--- src/rtl/muldiv_sequencer.sv ---
// RV32M multiply/divide sequencer: radix-2 shift-add multiply and restoring divide,
// one iteration per cycle, with single-cycle fast paths for divide-by-zero and signed overflow.
module muldiv_sequencer #(
    parameter int XLEN = 32
) (
    input  logic            clk,
    input  logic            rst_n,
    input  logic            start,
    input  logic [2:0]      funct3,
    input  logic [XLEN-1:0] rs1_data,
    input  logic [XLEN-1:0] rs2_data,
    input  logic            flush,
    output logic            busy,
    output logic            result_valid,
    output logic [XLEN-1:0] result
);
    localparam int CW = $clog2(XLEN);
    localparam logic [XLEN-1:0]   ONE  = XLEN'(1);
    localparam logic [2*XLEN-1:0] ONE2 = (2*XLEN)'(1);
    localparam logic [XLEN-1:0]   SMIN = {1'b1, {(XLEN-1){1'b0}}};

    typedef enum logic [1:0] {IDLE, CALC, FIX, DONE} state_t;

    state_t            state_q, state_d;
    logic [2:0]        op_q, op_d;
    logic              neg_q, neg_d;
    logic [CW-1:0]     cnt_q, cnt_d;
    logic [2*XLEN-1:0] prod_q, prod_d;
    logic [XLEN-1:0]   rem_q, rem_d;
    logic [XLEN-1:0]   opb_q, opb_d;
    logic [XLEN-1:0]   result_q, result_d;

    // Accept-cycle decode on the live inputs
    logic            is_div, a_sgn, b_sgn, a_neg, b_neg, res_neg;
    logic            div0, ovf, fast;
    logic [XLEN-1:0] a_abs, b_abs, fast_val;

    assign is_div  = funct3[2];
    assign a_sgn   = (funct3 == 3'b001) || (funct3 == 3'b010) || (funct3 == 3'b100) || (funct3 == 3'b110);
    assign b_sgn   = (funct3 == 3'b001) || (funct3 == 3'b100) || (funct3 == 3'b110);
    assign a_neg   = a_sgn & rs1_data[XLEN-1];
    assign b_neg   = b_sgn & rs2_data[XLEN-1];
    assign a_abs   = a_neg ? (~rs1_data + ONE) : rs1_data;
    assign b_abs   = b_neg ? (~rs2_data + ONE) : rs2_data;
    assign res_neg = (funct3 == 3'b110) ? a_neg : (a_neg ^ b_neg);
    assign div0    = is_div && (rs2_data == '0);
    assign ovf     = ((funct3 == 3'b100) || (funct3 == 3'b110)) && (rs1_data == SMIN) && (rs2_data == '1);
    assign fast    = div0 | ovf;

    always_comb begin
        fast_val = '0;
        if (div0)     fast_val = funct3[1] ? rs1_data : '1;
        else if (ovf) fast_val = funct3[1] ? '0 : rs1_data;
    end

    // Iteration datapath; prod_q[XLEN-1:0] holds the multiplier or the dividend/quotient
    logic [XLEN:0] mul_sum, div_shl, div_diff;
    logic          qbit;

    assign mul_sum  = {1'b0, prod_q[2*XLEN-1:XLEN]} + (prod_q[0] ? {1'b0, opb_q} : '0);
    assign div_shl  = {rem_q, prod_q[XLEN-1]};
    assign div_diff = div_shl - {1'b0, opb_q};
    assign qbit     = ~div_diff[XLEN];

    // Sign fix-up: multiply negates the full double-width product before selecting a half
    logic [2*XLEN-1:0] prod_fix;
    logic [XLEN-1:0]   quo_fix, rem_fix, fix_val;

    assign prod_fix = neg_q ? (~prod_q + ONE2) : prod_q;
    assign quo_fix  = neg_q ? (~prod_q[XLEN-1:0] + ONE) : prod_q[XLEN-1:0];
    assign rem_fix  = neg_q ? (~rem_q + ONE) : rem_q;

    always_comb begin
        case (op_q)
            3'b000:                 fix_val = prod_fix[XLEN-1:0];
            3'b001, 3'b010, 3'b011: fix_val = prod_fix[2*XLEN-1:XLEN];
            3'b100, 3'b101:         fix_val = quo_fix;
            default:                fix_val = rem_fix;
        endcase
    end

    // State register
    always_ff @(posedge clk or negedge rst_n) begin
        if (!rst_n) state_q <= IDLE;
        else        state_q <= state_d;
    end

    // Next-state logic; flush overrides every transition
    always_comb begin
        state_d = state_q;
        if (flush) begin
            state_d = IDLE;
        end else begin
            case (state_q)
                IDLE: if (start) state_d = fast ? DONE : CALC;
                CALC: if (cnt_q == CW'(XLEN-1)) state_d = FIX;
                FIX:  state_d = DONE;
                DONE: state_d = IDLE;
                default: state_d = IDLE;
            endcase
        end
    end

    // Outputs
    always_comb begin
        busy         = (state_q == CALC) || (state_q == FIX);
        result_valid = (state_q == DONE) && !flush;
    end
    assign result = result_q;

    always_comb begin
        op_d     = op_q;
        neg_d    = neg_q;
        cnt_d    = cnt_q;
        prod_d   = prod_q;
        rem_d    = rem_q;
        opb_d    = opb_q;
        result_d = result_q;
        if (!flush) begin
            case (state_q)
                IDLE: if (start) begin
                    op_d   = funct3;
                    neg_d  = res_neg;
                    cnt_d  = '0;
                    rem_d  = '0;
                    prod_d = {{XLEN{1'b0}}, is_div ? a_abs : b_abs};
                    opb_d  = is_div ? b_abs : a_abs;
                    if (fast) result_d = fast_val;
                end
                CALC: begin
                    cnt_d = cnt_q + 1'b1;
                    if (op_q[2]) begin
                        rem_d  = qbit ? div_diff[XLEN-1:0] : div_shl[XLEN-1:0];
                        prod_d = {prod_q[2*XLEN-1:XLEN], prod_q[XLEN-2:0], qbit};
                    end else begin
                        prod_d = {mul_sum, prod_q[XLEN-1:1]};
                    end
                end
                FIX: result_d = fix_val;
                default: ;
            endcase
        end
    end

    always_ff @(posedge clk or negedge rst_n) begin
        if (!rst_n) begin
            op_q     <= '0;
            neg_q    <= 1'b0;
            cnt_q    <= '0;
            prod_q   <= '0;
            rem_q    <= '0;
            opb_q    <= '0;
            result_q <= '0;
        end else begin
            op_q     <= op_d;
            neg_q    <= neg_d;
            cnt_q    <= cnt_d;
            prod_q   <= prod_d;
            rem_q    <= rem_d;
            opb_q    <= opb_d;
            result_q <= result_d;
        end
    end
endmodule
--- config.mk ---
export PLATFORM = sky130hd
export DESIGN_NAME = muldiv_sequencer
export DESIGN_NICKNAME = d
export VERILOG_FILES = /design/src/rtl/muldiv_sequencer.sv
export SDC_FILE = /design/constraint.sdc
export NUM_CORES = 1
export LEC_CHECK = 0
export CORE_MARGIN = 2
export CORE_UTILIZATION = 40
export DETAILED_ROUTE_END_ITERATION = 10
export PLACE_DENSITY = 0.62
export SLEW_MARGIN = 20
export SYNTH_ARGS = -nofsm -noshare
export SYNTH_HDL_FRONTEND = slang
export SYNTH_SLANG_ARGS = --single-unit
--- constraint.sdc ---
create_clock -name clk -period 7.9 [get_ports clk]
set_clock_uncertainty 0.05 [all_clocks]
set_input_delay 1.58 -clock clk [delete_from_list [all_inputs] [get_ports clk]]
set_output_delay 1.58 -clock clk [all_outputs]
set_load 0.02 [all_outputs]
# Word level (Yosys, flattened, before mapping)

Index checks and enable logic that the tools add are counted.

Add/sub/neg operators: 8
Equal/unequal tests: 21
Multiplexer cells: 31
Bitwise logic cells: 11
Reductions and logical operators: 25

Operators with widths:

| cell                  | count |
|---|---|
| $mux 32               | 16 |
| $mux 64               | 3 |
| $add 32x1->32 const B | 4 |
| $not 32->32           | 4 |
| $pmux 32 s2           | 2 |
| $pmux 64 s2           | 1 |
| $pmux 32 s3           | 1 |
| $add 64x1->64 const B | 1 |
| $eq 32x32->1 const B  | 2 |
| $not 64->64           | 1 |
| $add 32x32->33        | 1 |
| $sub 33x32->33        | 1 |
| $logic_not 32->1      | 1 |
| $eq 3x3->1 const B    | 4 |
| $reduce_and 4->1      | 3 |
| $pmux 5 s2            | 1 |
| $eq 3x2->1 const B    | 3 |
| $mux 2                | 4 |
| $ne 2x2->1 const B    | 4 |
| $pmux 2 s4            | 1 |
| $logic_or 1x1->1      | 7 |
| $eq 3x1->1 const B    | 2 |
| $ne 3x3->1 const B    | 2 |
| $reduce_and 3->1      | 2 |
| 18 further kinds      | 25 |

Flip-flop bits (word level): 171
Input bits: 71
Output and inout port bits: 34
Logic and storage cells: 105

# Longest topological paths before layout

Gate-level depths: netlist (run 1).

Depth after elaboration: 9
Gate-level depth with buffers: 15
Depth with buffers taken out: 14

# Least setup slack after synthesis (run 1)

OpenSTA, ideal clock, no wires.

Path kind: input to register
From: input rs1_data[13]
To: register result_q[24], in the netlist result[24]
Library setup time: 0.146 ns
Arrival: 4.241 ns
Required time: 7.704 ns
Path slack: 3.462 ns
Stages on the path: 11
Cells stage by stage: or4_1 -> or3_1 -> nor3_1 -> nand2_1 -> nor4_1 -> o211ai_1 -> a21oi_1 -> clkbuf_1 -> nand3_1 -> a21oi_1 -> a311oi_1

Cells in the longest elaborated chain, start to end: 8
Elaborated cells on any way between the ends: 11

RTL lines:

| what                               | line | RTL |
|---|---|---|
| start, declared                    | 10   | `input logic [XLEN-1:0] rs1_data,` |
| $eq 32x32->1 (*)                   | 47   | `assign ovf = ((funct3 == 3'b100) \|\| (funct3 == 3'b110)) && (rs1_data == SMIN) && (rs2_data == '1);` |
| $logic_and 1x1->1 (*) (2 in a row) | 47   |  |
| $mux 32                            | 53   | `else if (ovf) fast_val = funct3[1] ? '0 : rs1_data;` |
| $mux 32                            | 52   | `if (div0) fast_val = funct3[1] ? rs1_data : '1;` |
| $mux 32                            | 128  | `if (fast) result_d = fast_val;` |
| $mux 32                            | 121  | `IDLE: if (start) begin` |
| $pmux 32 s2                        | 120  | `case (state_q)` |
| end signal, assigned               | 161  | `result_q <= result_d;` |
| end, declared                      | 31   | `logic [XLEN-1:0] result_q, result_d;` |

Every way passes the cells marked *; elsewhere a longest branch is shown, timed or not. The select of a mux whose other input is x is not followed.
A chain may end at the register's enable or synchronous reset.

# Final worst setup path (run 1)

From: input funct3[2]
To: register result_q[14], in the netlist result[14]

Cells in the longest elaborated chain, start to end: 9
Elaborated cells on any way between the ends: 14

RTL lines:

| what                           | line | RTL |
|---|---|---|
| start, declared                | 9    | `input logic [2:0] funct3,` |
| $eq 3x3->1                     | 47   |  |
| $logic_or 1x1->1               | 47   |  |
| $logic_and 1x1->1 (2 in a row) | 47   |  |
| $mux 32                        | 53   |  |
| $mux 32                        | 52   |  |
| $mux 32                        | 128  |  |
| $mux 32                        | 121  |  |
| $pmux 32 s2                    | 120  |  |

Parallel ways exist; a longest one is shown, timed or not. The select of a mux whose other input is x is not followed.

==> results of run 1 <==
worst max-delay path, delay by kind of cell:
family | cells | cell delay (ps)
and+or+nand+nor | 4 | 1510
buffers and inverters | 3 | 1580
AOI/OAI and AO/OA | 5 | 1110
layer usage:
metal | vias to the layer above | wire [µm] | GRT usage [%]
li1 | 7239 | - | -
met1 | 7435 | 25800 | 40.3
met2 | 655 | 25900 | 43.5
met3 | 83 | 4470 | 3.91
met4 | 0 | 2010 | 9.92
met5 | - | 0 | 0
power groups by stage:
stage               logic, mW  clock network, mW  registers [mW]
floorplan                2.46                  0            1.48
global placement         3.49                  0            1.58
detailed placement       3.52                  0            1.59
CTS                      3.54              0.927            1.57
global route             3.92              0.955            1.63
finish                   3.62              0.916            1.59
cells by family (layout without fill, tap and decap cells):
group / Yosys count / count (layout) / share of synthesized area (%)
simple gates: 619 / 619 / 18.5
xor+xnor: 201 / 201 / 11.4
fa+ha+maj: 77 / 77 / 6.31
mux: 80 / 80 / 5.41
buf+inv: 177 / 226 / 4.53
compound gates: 648 / 648 / 26.3
flops: 171 / 171 / 27.6
cells in the final DEF, fill, tap and decap left out, drive strengths merged, types with 12 or more instances in the layout:
cell type	Yosys	layout
a211oi	37	37
a21o	33	33
a21oi	149	149
a221oi	13	13
a31oi	16	16
buf	17	25
clkbuf	93	17
clkdlybuf4s50	0	102
dfrtp	171	171
ha	75	75
inv	66	74
mux2	31	31
mux2i	49	49
nand2	222	222
nand2b	15	15
nand3	27	27
nand4	18	18
nor2	190	190
nor2b	12	12
nor3	31	31
nor4	20	20
o211ai	17	17
o21a	16	16
o21ai	217	217
o221ai	14	14
o31ai	50	50
o41ai	28	28
or3	23	23
or4	23	23
xnor2	103	103
xor2	98	98
flip-flops by register name, summed over array words and instances (netlist names):
name and flops:
rem_q 32, opb_q 32, result 32, state_q 2, prod_q 64, neg_q 1, cnt_q 5, op_q 3
final cells by class:
cell class	count	area share [%]
inverters	67	1.43
clock inverters	15	1.04
well taps	518	3.69
clock buffers	17	2.42
repair buffers	127	6.90
multi-input cells	1625	60.1
flip-flops and latches	171	24.4
worst paths after layout:
path | to | startpoint | slack (ps) | depth (start not counted)
max in group asynchronous | prod_q[15] | rst_n | 5520 | 2
hold reg to reg | result[16] | result[16] | 430 | 2
setup / recovery | result[14] | funct3[2] | 2410 | 12
setup reg to reg | result[24] | prod_q[1] | 3570 | 12
hold / removal | result[16] | result[16] | 430 | 2
min in group asynchronous | prod_q[44] | rst_n | 1000 | 1
==> flow_summary.toml, run 1 <==
[synth]
synth.yosys.seq_area_share_pct = 27.6
synth_area_leaders = "dfrtp_1 (28%), o21ai_0 (6.9%), ha_1 (6.1%)"
synth-main-ff-cell = "dfrtp_1"
yosys_warnings = 0
syn_area_mm2 = 0.0155
synth.most_common_cell = "nand2_1"
synth.top_cell.area_share_pct = 27.6
ys_seq_elements = 171
synth_edf_count = 0
avgSynthCellArea_um2 = 7.86
netlist_instances = 1973
yosysTopAreaCell = "dfrtp_1"
synthTopCellsByCount = "nand2_1 (221), o21ai_0 (215), nor2_1 (190)"
synth_cell_types = 71
synth_fp_nets = 2121
async_reset_ff_share_pct = 100

[placement]
dpl_cell_area_mm2 = 0.0170
place_inst = 2508
pre_cts_slack_ps = 2030
dp_hpwl_um = 45500
io_buffers = 104
gp_congestion = 1.01

[worst_setup_path]
start_kind = "input port"
cp_data_required_time_ps = 8230
critPathMaxFanout = 121
cp.arrival_ps = 5820
worstSetupPathType = "input port to flip-flop"
crit_chain = "buf_4, clkinv_1, nor3_1, nand4_1, or4_1, nor4_1, o211ai_1, a21oi_1, buf_4, o21a_1, o21ai_0, o21ai_0"
slowest_delay_ps = 770
crit_slowest_cell = "buf_4"
end_kind = "flip-flop"

[route]
drt_iter0_markers = 1962
wl_um = 58100
dr.pass1.iters = 6
drc_errors = 0
drtAntennaViolNets = 0
num_vias = 15412
vias_per_cell = 6.07
detail_route.wl_per_cell_um = 22.9

[global_routing]
grt_start_max_net_pins = 122
track_usage_pct = 28.2
grt_pass1_vias = 13998
grt_overflow = 0
antenna_found_initial = 0
grt_pass1_wl_um = 86900

[sta]
tns_ps = 0
slew_viol_final = 0
fmax_mhz = 182
setup_viol = 0
hold_viol = 0
period_share_pct = 69.5
fin_ws_ps = 2410
tightestPinTransition_ps = 1040
rsz0062_at_grt = "no"
fin_crit_ps = 5490
maxSlewHeadroom_pct = 30.4
fin_hold_ws_ps = 426

[power_and_ir_drop]
p_comb_share_pct = 59.0
p_int_mw = 3.00
power_mw = 6.13
p_per_area_mw_per_mm2 = 349
p_leak_nw = 7.29
peakVddDrop_mv = 0.138
power_frac_clock_pct = 15.0
switching_share_pct = 51.1
switchingPower_mw = 3.13
p_seq_share_pct = 26.0

[cts]
cts_tree = "done"
cts_buffer_depth = 2
clk_root_buffer_cell = "clkbuf_16"
cts_made_buffers = 17
ctsHoldBuffers = 0
clock-sinks = 171
clk_latency_ps = 470
ctsResizeCount = 0
cts_max_level = 4
postCtsSetupRepairBufs = 0
cts.reportedPaths.clkPinSlew_ps = 70

[floorplanning]
rows = 72
core_mm2 = 0.0385
die-area_mm2 = 0.0404
fp.dieW_um = 201
io_pins = 105
initial_utilization_pct = 40.3
die_h_um = 201

[layout]
drive_gt1_share_pct = 5.79
finalNetCount = 2157
final_cells = 2540
n_fill_cell = 3899
final_util_pct = 45.7
regArea_mm2 = 0.00428
area_delta_synth_final_pct = 13.3
final_cell_area_mm2 = 0.0176
diodes = 0
multi_input_area_mm2 = 0.0106

[status]
status = "finished, final reports clean"

[hold_path]
min_path_type = "flip-flop to flip-flop"

[run]
max_cap_violations = 0
Note: power is estimated with default switching activity, not from simulation.
==> inputs of run 2 (changes only) <==
clock period = 5.75 ns   (was 7.9 ns; I/O delays follow)
==> run 2 against run 1 <==
Compared with the run above:
- sequential power rose by 38%
- final area barely moved
- sequential cell count did not move
- global-route usage rose by 0.36 points
- clock power rose by 27%
- utilization barely moved
- non-clock buffer count rose by 6
- die area did not move
- register-to-register slack got worse by 2100 ps
- clock-buffer cell count rose by 1
- combinational power rose by 38%
- power rose by 36%
- largest cell class unchanged
- largest power group unchanged
==> flow_summary.toml, run 2 (synthesized netlist as in run 1, its figures left out) <==
[cts]
ctsHoldBuffers = 0
cts_made_buffers = 17
postCtsSetupRepairBufs = 0
clk_root_buffer_cell = "clkbuf_16"
cts.reportedPaths.clkPinSlew_ps = 70
cts_tree = "done"
ctsResizeCount = 0
cts_max_level = 4
clk_latency_ps = 460
cts_buffer_depth = 2
clock-sinks = 171

[route]
dr.pass1.iters = 6
drt_iter0_markers = 1884
detail_route.wl_per_cell_um = 22.9
wl_um = 58400
vias_per_cell = 6.10
drc_errors = 0
num_vias = 15522
drtAntennaViolNets = 0

[worst_setup_path]
critPathMaxFanout = 22
cp.arrival_ps = 4920
worstSetupPathType = "input port to flip-flop"
cp_data_required_time_ps = 6030
start_kind = "input port"
end_kind = "flip-flop"

[power_and_ir_drop]
switching_share_pct = 51.3
p_leak_nw = 7.30
peakVddDrop_mv = 0.220
p_comb_share_pct = 59.7
p_per_area_mw_per_mm2 = 475
p_seq_share_pct = 26.3
power_frac_clock_pct = 13.9
switchingPower_mw = 4.28
p_int_mw = 4.07

[layout]
finalNetCount = 2163
regMostFlops = "prod_q"
largest_reg_flops = 64
final_cells = 2546
drive_gt1_share_pct = 5.97
area_delta_synth_final_pct = 13.3
layout_commonest_cell = "nand2_1"
final_cell_area_mm2 = 0.0176
diodes = 0
layout_common_cells = "nand2_1 (221), o21ai_0 (214), nor2_1 (190), dfrtp_1 (170), a21oi_1 (149)"

[global_routing]
grt_overflow = 0
grt_start_max_net_pins = 120
track_usage_pct = 28.6
grt_pass1_wl_um = 88500
antenna_found_initial = 0
grt_pass1_vias = 14282

[hold_path]
min_path_type = "flip-flop to flip-flop"

[sta]
hold_viol = 0
period_share_pct = 80.7
setup_viol = 0
tightestPinTransition_ps = 1060
fin_crit_ps = 4640
fmax_mhz = 215
rsz0062_at_grt = "no"
slew_viol_final = 0
tns_ps = 0
maxSlewHeadroom_pct = 29.1

[floorplanning]
io_pins = 105
initial_utilization_pct = 40.3
rows = 72
die-area_mm2 = 0.0404
fp.dieW_um = 201
die_h_um = 201
core_mm2 = 0.0385

[placement]
place_inst = 2514
dp_hpwl_um = 45900
io_buffers = 104
gp_congestion = 0.978
dpl_cell_area_mm2 = 0.0170

[run]
max_cap_violations = 0

[status]
status = "finished, final reports clean"
## run 2: cell count changes in the layout (fill, tap and decap cells not counted), sizes merged
cell and change:
bufinv -1, buf +6, clkinv +2, inv -2
clkbuf +1
## run 2: final timing paths
check | start | end | slack, ps | cells after the start
setup reg to reg | prod_q[13] | result[18] | 1480 | 9
min in group asynchronous | rst_n | rem_q[27] | 690 | 1
max in group asynchronous | rst_n | result[17] | 3980 | 2
setup / recovery | rs1_data[11] | result[10] | 1110 | 11
hold reg to reg | opb_q[3] | opb_q[3] | 430 | 2
hold / removal | opb_q[3] | opb_q[3] | 430 | 2
## run 2: metrics by stage
step	setup slack, ps	hold WS [ps]	power [mW]	util (%)
2_1_floorplan	1570	400	5.41	-
6_report	1110	431	8.35	45.7
3_5_place_dp	688	420	7.05	44.2
4_1_cts	1170	437	8.22	45.7
3_3_place_gp	799	415	6.98	44.2
5_1_grt	779	462	8.87	45.7
## run 2: power by group through the flow
stage,Combinational (mW),Clock [mW],Sequential (mW)
2_1_floorplan,3.38,0,2.03
3_3_place_gp,4.80,0,2.18
3_5_place_dp,4.86,0,2.19
4_1_cts,4.88,1.18,2.17
5_1_grt,5.40,1.23,2.24
6_report,4.99,1.16,2.20
## run 2: worst max-delay path, stage by stage
cell	delay, ps
clkdlybuf4s50_1	500
or4_1	610
or3_1	410
nor3_1	440
nand2_1	160
nor4_1	450
o211ai_1	270
a21o_1	400
buf_4	290
a211oi_1	180
nor3_1	60
## run 2: layout make-up
class | instances | area [µm²]
clock buffers | 18 | 429
flip-flops and latches | 171 | 4280
repair buffers | 133 | 1270
inverters | 67 | 251
fillers | 3827 | 20900
well taps | 518 | 648
clock inverters | 14 | 133
multi-input cells | 1625 | 10600
## run 2: metal layers
metal | up-vias | GRT usage (%) | part of all wire [%]
li1 | 7254 | - | -
met1 | 7475 | 40.7 | 45
met2 | 695 | 43.8 | 44
met3 | 98 | 3.70 | 7.4
met4 | 0 | 11.4 | 4.0
met5 | - | 0 | 0
